[src/rtl/div_seq_pkg.sv]
// Shared constants and state encoding for the sequential integer divider.
package div_seq_pkg;

  localparam int REG_BUS = 32;
  localparam int DOUBLE_REG_BUS = 2 * REG_BUS;

  localparam logic DIV_START = 1'b1;
  localparam logic DIV_RESULT_READY = 1'b1;
  localparam logic DIV_RESULT_NOT_READY = 1'b0;

  typedef enum logic [1:0] {
    DIV_FREE    = 2'b00,
    DIV_BY_ZERO = 2'b01,
    DIV_ON      = 2'b10,
    DIV_END     = 2'b11
  } div_state_e;

endpackage

[src/rtl/div_seq_step.sv]
// One restoring-division step on the {partial remainder, dividend} working register.
module div_step
  import div_seq_pkg::*;
#(
  parameter int WIDTH = REG_BUS
) (
  input  logic [2*WIDTH:0] work_i,
  input  logic [WIDTH-1:0] divisor_i,
  output logic [2*WIDTH:0] work_o
);

  logic [WIDTH+1:0] diff_s;

  // The shifted partial remainder is work_i[2W:W-1]; a clear top bit of the difference means it fits.
  always_comb begin
    diff_s = work_i[2*WIDTH:WIDTH-1] - {2'b00, divisor_i};
    if (!diff_s[WIDTH+1]) begin
      work_o = {diff_s[WIDTH:0], work_i[WIDTH-2:0], 1'b1};
    end else begin
      work_o = {work_i[2*WIDTH-1:0], 1'b0};
    end
  end

endmodule

[src/rtl/div_seq.sv]
// Multi-cycle DIV/DIVU/REM/REMU sequencer: latches operands, iterates div_step,
// applies sign and divide-by-zero rules, and holds {remainder, quotient} with a ready flag.
module div_seq
  import div_seq_pkg::*;
#(
  parameter int WIDTH = REG_BUS,
  parameter int CNT_W = 6
) (
  input  logic               clk,
  input  logic               rst,
  input  logic               signed_div_i,
  input  logic [WIDTH-1:0]   opdata1_i,
  input  logic [WIDTH-1:0]   opdata2_i,
  input  logic               start_i,
  input  logic               annul_i,
  output logic [2*WIDTH-1:0] result_o,
  output logic               ready_o
);

  localparam logic [CNT_W-1:0] LAST_CNT = CNT_W'(WIDTH - 1);

  div_state_e         state_q, state_d;
  logic [CNT_W-1:0]   cnt_q, cnt_d;
  logic [2*WIDTH:0]   work_q, work_d;
  logic [WIDTH-1:0]   divisor_q, divisor_d;
  logic               neg_quot_q, neg_quot_d;
  logic               neg_rem_q, neg_rem_d;
  logic [2*WIDTH-1:0] res_q, res_d;
  logic [2*WIDTH-1:0] result_q, result_d;
  logic               ready_q, ready_d;

  logic [2*WIDTH:0]   step_s;
  logic [WIDTH-1:0]   abs1_s, abs2_s, quot_s, rem_s;

  div_step #(.WIDTH(WIDTH)) u_step (
    .work_i    (work_q),
    .divisor_i (divisor_q),
    .work_o    (step_s)
  );

  // State, datapath and output registers.
  always_ff @(posedge clk) begin
    if (rst) begin
      state_q    <= DIV_FREE;
      cnt_q      <= '0;
      work_q     <= '0;
      divisor_q  <= '0;
      neg_quot_q <= 1'b0;
      neg_rem_q  <= 1'b0;
      res_q      <= '0;
      result_q   <= '0;
      ready_q    <= DIV_RESULT_NOT_READY;
    end else begin
      state_q    <= state_d;
      cnt_q      <= cnt_d;
      work_q     <= work_d;
      divisor_q  <= divisor_d;
      neg_quot_q <= neg_quot_d;
      neg_rem_q  <= neg_rem_d;
      res_q      <= res_d;
      result_q   <= result_d;
      ready_q    <= ready_d;
    end
  end

  // Magnitudes of the incoming operands and sign fix-up of the final step's output.
  always_comb begin
    abs1_s = (signed_div_i && opdata1_i[WIDTH-1]) ? -opdata1_i : opdata1_i;
    abs2_s = (signed_div_i && opdata2_i[WIDTH-1]) ? -opdata2_i : opdata2_i;
    quot_s = neg_quot_q ? -step_s[WIDTH-1:0] : step_s[WIDTH-1:0];
    rem_s  = neg_rem_q ? -step_s[2*WIDTH-1:WIDTH] : step_s[2*WIDTH-1:WIDTH];
  end

  // Next-state and output logic.
  always_comb begin
    state_d    = state_q;
    cnt_d      = cnt_q;
    work_d     = work_q;
    divisor_d  = divisor_q;
    neg_quot_d = neg_quot_q;
    neg_rem_d  = neg_rem_q;
    res_d      = res_q;
    result_d   = result_q;
    ready_d    = ready_q;

    case (state_q)
      DIV_FREE: begin
        result_d = '0;
        ready_d  = DIV_RESULT_NOT_READY;
        if (start_i == DIV_START && !annul_i) begin
          neg_quot_d = signed_div_i & (opdata1_i[WIDTH-1] ^ opdata2_i[WIDTH-1]);
          neg_rem_d  = signed_div_i & opdata1_i[WIDTH-1];
          cnt_d      = '0;
          if (opdata2_i == '0) begin
            // Keep the raw dividend: it becomes the remainder unchanged.
            state_d   = DIV_BY_ZERO;
            work_d    = {{(WIDTH+1){1'b0}}, opdata1_i};
            divisor_d = '0;
          end else begin
            state_d   = DIV_ON;
            work_d    = {{(WIDTH+1){1'b0}}, abs1_s};
            divisor_d = abs2_s;
          end
        end else begin
          state_d = DIV_FREE;
        end
      end
      DIV_BY_ZERO: begin
        if (annul_i) begin
          state_d  = DIV_FREE;
          result_d = '0;
          ready_d  = DIV_RESULT_NOT_READY;
        end else begin
          state_d = DIV_END;
          res_d   = {work_q[WIDTH-1:0], {WIDTH{1'b1}}};
        end
      end
      DIV_ON: begin
        if (annul_i) begin
          state_d  = DIV_FREE;
          result_d = '0;
          ready_d  = DIV_RESULT_NOT_READY;
        end else begin
          work_d = step_s;
          cnt_d  = cnt_q + CNT_W'(1);
          if (cnt_q == LAST_CNT) begin
            state_d = DIV_END;
            res_d   = {rem_s, quot_s};
          end else begin
            state_d = DIV_ON;
          end
        end
      end
      DIV_END: begin
        if (annul_i) begin
          state_d  = DIV_FREE;
          result_d = '0;
          ready_d  = DIV_RESULT_NOT_READY;
        end else if (start_i == DIV_START) begin
          state_d  = DIV_END;
          result_d = res_q;
          ready_d  = DIV_RESULT_READY;
        end else begin
          state_d  = DIV_FREE;
          result_d = '0;
          ready_d  = DIV_RESULT_NOT_READY;
        end
      end
      default: begin
        state_d  = DIV_FREE;
        result_d = '0;
        ready_d  = DIV_RESULT_NOT_READY;
      end
    endcase
  end

  assign result_o = result_q;
  assign ready_o  = ready_q;

endmodule

[config.mk]
export PLATFORM = sky130hd
export DESIGN_NAME = div_seq
export DESIGN_NICKNAME = d
export VERILOG_FILES = /design/src/rtl/div_seq_pkg.sv /design/src/rtl/div_seq_step.sv /design/src/rtl/div_seq.sv
export SDC_FILE = /design/constraint.sdc
export NUM_CORES = 1
export LEC_CHECK = 0
export ABC_CLOCK_PERIOD_IN_PS = 6800
export BUFFER_PORTS_ARGS = -buffer_cell sky130_fd_sc_hd__buf_4
export CAP_MARGIN = 20
export CORE_MARGIN = 3
export CORE_UTILIZATION = 45
export DETAILED_ROUTE_END_ITERATION = 10
export GPL_ROUTABILITY_DRIVEN = 0
export PLACE_DENSITY_LB_ADDON = 0.12
export RECOVER_POWER = 25
export SYNTH_ARGS = -nofsm -noshare
export SYNTH_HDL_FRONTEND = slang
export SYNTH_SLANG_ARGS = --single-unit
[constraint.sdc]
create_clock -name clk -period 6.8 [get_ports clk]
set_clock_uncertainty 0.2 [all_clocks]
set_input_delay 0.68 -clock clk [delete_from_list [all_inputs] [get_ports clk]]
set_output_delay 0.68 -clock clk [all_outputs]
set_load 0.02 [all_outputs]
## After elaboration in Yosys (flattened, before gate mapping)

Cells that the tools add are included.

| storage, ports and cells | value |
|---|---|
| register bits after elaboration | 236 |
| latch bits | 0 |
| RAM bits | 0 |
| memory bits (read-only) | 0 |
| input port bits | 69 |
| output and inout bits | 65 |
| memories | 0 |

| operators by class | value |
|---|---|
| $add $sub $neg | 6 |
| multiply operators | 0 |
| div/mod/pow operators | 0 |
| order comparisons | 0 |
| eq/ne operators | 9 |
| shifts and indexed selects | 0 |
| muxes and demuxes | 33 |
| bitwise operators | 3 |
| reduce and logical (&&, ||, !) cells | 12 |

Operator list:

| operator | number |
|---|---|
| $mux W64 | 6 |
| $mux W65 | 3 |
| $mux W32 | 6 |
| $pmux W64 S3 | 1 |
| $pmux W65 S2 | 1 |
| $neg A32 Y32 | 4 |
| $pmux W64 S2 | 1 |
| $sub A34 B32 Y34 | 1 |
| $logic_not A32 Y1 | 1 |
| $mux W2 | 6 |
| $mux W6 | 2 |
| $pmux W6 S2 | 1 |
| $ne A2 B2 Y1 const B | 4 |
| $pmux W2 S4 | 1 |
| $add A6 B1 Y6 const B | 1 |
| $eq A6 B5 Y1 const B | 1 |
| $eq A2 B2 Y1 const B | 2 |
| $mux W1 | 4 |
| $reduce_and A4 Y1 | 1 |
| $reduce_bool A2 Y1 | 2 |
| $logic_and A1 B1 Y1 | 3 |
| $pmux W1 S3 | 1 |
| $reduce_and A3 Y1 | 1 |
| $and A1 B1 Y1 | 2 |
| 7 further kinds | 7 |

## Longest topological paths before layout

| depth | value |
|---|---|
| depth after elaboration | 7 |
| depth in mapped cells | 28 |

## Cells and area by module

From an unflattened synthesis, not the netlist that was laid out.

| unflattened totals | value |
|---|---|
| cells, all modules | 1813 |
| area total of the unflattened synthesis | 14211.1 µm² |

Modules (own cells, without submodules):

| module | instances | cells each | area each (µm²) | seq. area each (µm²) |
|---|---|---|---|---|
| div_seq | 1 | 1443 | 11697.5 | 4724.5 |
| div_step | 1 | 370 | 2513.7 | 0.0 |

## Worst setup path after synthesis

No wires, ideal clock.

| path | value |
|---|---|
| path kind | register to register |
| start point | reg work_q[32] |
| end point | reg res_q[60] |
| setup time | 95 ps |
| arrival time | 5116 ps |
| slack | 1389 ps |
| cell stages (with the launch flop) | 23 |
| clock period less this slack | 5411 ps |
| cells stage by stage | dfxtp_1 ha_1 nor2b_1 o31a_1 o211ai_2 a21oi_1 o21a_1 or2_1 buf_2 o21a_2 nor2_4 buf_6 buf_2 mux2i_1 ha_1 nand2_1 or3_1 or4b_2 nor3_1 a31oi_1 o41ai_2 xor2_1 a221oi_1 |

| on the way | value |
|---|---|
| longest elaborated chain between the ends | 7 |

Ends and longest elaborated chain:

| what | RTL line | text |
|---|---|---|
| start, declared | div_seq.sv:24 | `logic [2*WIDTH:0] work_q, work_d;` |
| start signal, assigned | div_seq.sv:56 | `work_q <= work_d;` |
| $sub A34 B32 Y34 | div_seq_step.sv:16 | `diff_s = work_i[2*WIDTH:WIDTH-1] - {2'b00, divisor_i};` |
| $mux W65 (*) | div_seq_step.sv:17 | `if (!diff_s[WIDTH+1]) begin` |
| $neg A32 Y32 | div_seq.sv:71 | `rem_s = neg_rem_q ? -step_s[2*WIDTH-1:WIDTH] : step_s[2*WIDTH-1:WIDTH];` |
| $mux W32 (*) | div_seq.sv:71 |  |
| $mux W64 (*) | div_seq.sv:126 | `if (cnt_q == LAST_CNT) begin` |
| $mux W64 (*) | div_seq.sv:119 | `if (annul_i) begin` |
| $pmux W64 S2 (*) | div_seq.sv:86 | `case (state_q)` |
| end signal, assigned | div_seq.sv:60 | `res_q <= res_d;` |
| end, declared | div_seq.sv:28 | `logic [2*WIDTH-1:0] res_q, res_d;` |

Every way passes the cells marked *; elsewhere a longest branch is shown, timed or not. The select of a mux whose other input is x is not followed.
A chain may end at the register's enable or synchronous reset.

## Final worst setup path

Same ends and word-level chain as after synthesis.

==> metrics.cfg <==
[synth]
post_synth_num_cell_types = 91
yosysMostFrequentCell = dfxtp_1
netlist.area_leader.share = 0.328
yosys.area.top_type = dfxtp_1
synth_area_sq_um = 14400
synthesis.instances = 1861
postSynth.asyncResetShare = 0
synth-seq-cells = 236
synth_ff_type = dfxtp_1
syn_nets = 1972
synthTopCellsByCount = 236 x dfxtp_1, 208 x nor2_1, 185 x nand2_1
seq_area_frac_synth = 0.328
syn_avg_cell_area_sq_um = 7.75
ys_warn_count = 0
synth-edff-count = 0
synthTopCellsByArea = dfxtp_1 33%, o21ai_0 5.9%, a21oi_1 5.4%, nor2_1 5.4%, xor2_1 5.1%

[floorplan]
floorplan.initialDensity = 0.464
die_w_um = 185
die_h_um = 185
ioPinCount = 134
num_rows = 64
dieArea_sq_um = 34200
coreArea_sq_um = 31100

[sta]
tightest_slew_ns = 1.67
min_period_ns = 6.07
setup_viol = 0
hold_viol = 0
finalSetupTns_ns = 0
relSlewSlack = -0.115
rsz0062_at_grt = false
fmax_ghz = 0.165
period_share = 0.892
slew_viol_final = 37
worst_slack_ns = 0.733
hold_ws_ns = 0.234

[power_and_ir_drop]
leakagePower_nw = 5.87
p_per_area_nw_per_um2 = 213
ir_worst_vdd_v = 0.000178
total_power_mw = 3.45

[clock_network]
cts_resized = 0
cts_setup_buffers = 0
clock_sinks = 236
cts_made_buffers = 28
htreeDepth = 1
ctsHoldBuffers = 0
cts_buffer_depth = 3
cts_tree = yes
cts_root_buffer = clkbuf_16
path_clk_slew_ns = 0.06
clock_latency_ns = 0.56

[setup_path]
worst-path-max-fanout = 17
startpoint_type = flip-flop
reg2reg_slack_ns = 0.73
critPathArrivalTime_ns = 6.32
critPathRequiredTime_ns = 7.05
endpoint_kind = flip-flop
worst-setup-path-type = reg -> reg

[global_route]
grt_first_pass_wirelength_um = 71700
grt-ovfl-total = 0
antenna_found_initial = 0
grt_max_degree = 84
grt_usage = 0.260
grt_pass1_vias = 12700

[final_layout]
n_antenna_cell = 0
multi_input_area_sq_um = 8960
nFillCells = 3107
fin_nets = 2015
area_growth_pct = 12.2
drive_gt1_frac = 0.0940
seq_area_sq_um = 4720

[route]
drtIter0Drc = 1547
drc = 0
wl_per_cell_um = 19.9
wirelength_um = 46200
drtAntennaViolNets = 0
routed_via_density = 6.03
routed-via-count = 14000
firstDrtPassIters = 6

[outcome]
violations = capacitance limit, slew limit
status = complete, but fails checks

[placement]
place_hpwl_um = 33500
io_buffers = 133
pre_cts_ws_ns = 0.850

[job]
maxCapViolations = 1

[worst_hold_path]
hold_path.class = in -> reg

-- final cells by class --
type	instances	area share
Tap cell	396	0.0306
Multi-Input combinational cell	1435	0.554
Clock buffer	41	0.0501
Sequential cell	236	0.292
Timing Repair Buffer	149	0.0541
Clock inverter	11	0.00681
Inverter	54	0.0125
-- worst max-delay path: stages (launching register included) --
cell	delay, ns
dfxtp_1	0.44
ha_1	0.27
nor2b_1	0.16
o31a_1	0.35
o211ai_2	0.28
a21oi_1	0.18
o21a_1	0.23
or2_1	0.30
o21a_2	0.37
nor2_4	0.16
buf_4	0.25
inv_1	0.09
nand2_1	0.07
o21ai_0	0.17
inv_1	0.10
ha_1	0.25
nand2_1	0.09
or3_1	0.35
or4b_2	0.65
nor3_1	0.18
a31oi_1	0.21
o41ai_2	0.28
xor2_1	0.10
a221oi_1	0.24
-- layout by cell type, fill, tap and decap left out, types with 8 or more instances in the layout --
cell / synthesis / routed
a311oi_1: 13 / 13
nor3_1: 41 / 41
o31ai_1: 24 / 24
o21ai_0: 169 / 169
a21oi_1: 157 / 157
clkbuf_1: 103 / 72
nand2_1: 185 / 185
nand4_1: 18 / 18
o211ai_1: 8 / 8
nor4_1: 14 / 14
dfxtp_1: 236 / 236
a31oi_1: 16 / 16
nor4b_1: 10 / 10
ha_1: 41 / 40
a22oi_1: 81 / 81
o41ai_1: 12 / 12
nor2b_1: 12 / 11
a211oi_1: 41 / 41
mux2i_1: 31 / 31
buf_4: 2 / 82
nand2b_1: 9 / 9
xor2_1: 84 / 84
inv_1: 53 / 53
xnor2_1: 50 / 50
and2_1: 16 / 15
nand3_1: 23 / 23
or3_1: 21 / 21
nor2_1: 208 / 205
or4_1: 15 / 15
clkbuf_16: 0 / 28
a21o_1: 15 / 15
-- path summary, 6_finish.rpt --
check	endpoint	cells after the start	startpoint
worst max register to register	res_q[60]$_SDFFE_PP0P_	23	work_q[32]$_SDFFE_PP0P_
worst min register to register	divisor_q[31]$_SDFFE_PP0P_	2	divisor_q[31]$_SDFFE_PP0P_
worst max-delay path	res_q[60]$_SDFFE_PP0P_	23	work_q[32]$_SDFFE_PP0P_
worst min-delay path	neg_rem_q$_SDFFE_PP0P_	3	opdata1_i[31]
-- flip-flops by register name (all words and copies together), names as in the netlist --
register	count
work_q	65
res_q	64
result_o	64
divisor_q	32
cnt_q	6
state_q	2
neg_quot_q	1
neg_rem_q	1
ready_o	1
-- through the flow --
stage | util | instance area [sq um] | instances
finish | 0.521 | 16200 | 2322
global route | 0.521 | 16200 | 2322
CTS | 0.528 | 16400 | 2322
detailed placement | 0.499 | 15500 | 2270
global placement | 0.499 | 15500 | 2269
floorplan | - | 14400 | 1861
-- routing by layer --
metal	GRT usage	wire length [um]
met5	0	0
met4	0.0504	700
met3	0.0295	3630
met2	0.383	19200
met1	0.408	22700
-- cell families after synthesis --
| family | count (synthesis) | synth area share |
|---|---|---|
| buffers and inverters | 190 | 0.0536 |
| muxes | 39 | 0.0280 |
| AOI/OAI and AO/OA | 603 | 0.268 |
| DFF | 236 | 0.328 |
| xor gates and xnor gates | 134 | 0.0814 |
| and+or+nand+nor | 617 | 0.204 |
| adders and majority gates | 42 | 0.0370 |
-- report_power, final --
group	switching (mW)	leakage (nW)	internal (mW)
Clock	0.613	0.450	0.865
Combinational	0.340	3.51	0.190
Sequential	0.0361	1.91	1.41
Power figures use the tool's default switching activity.
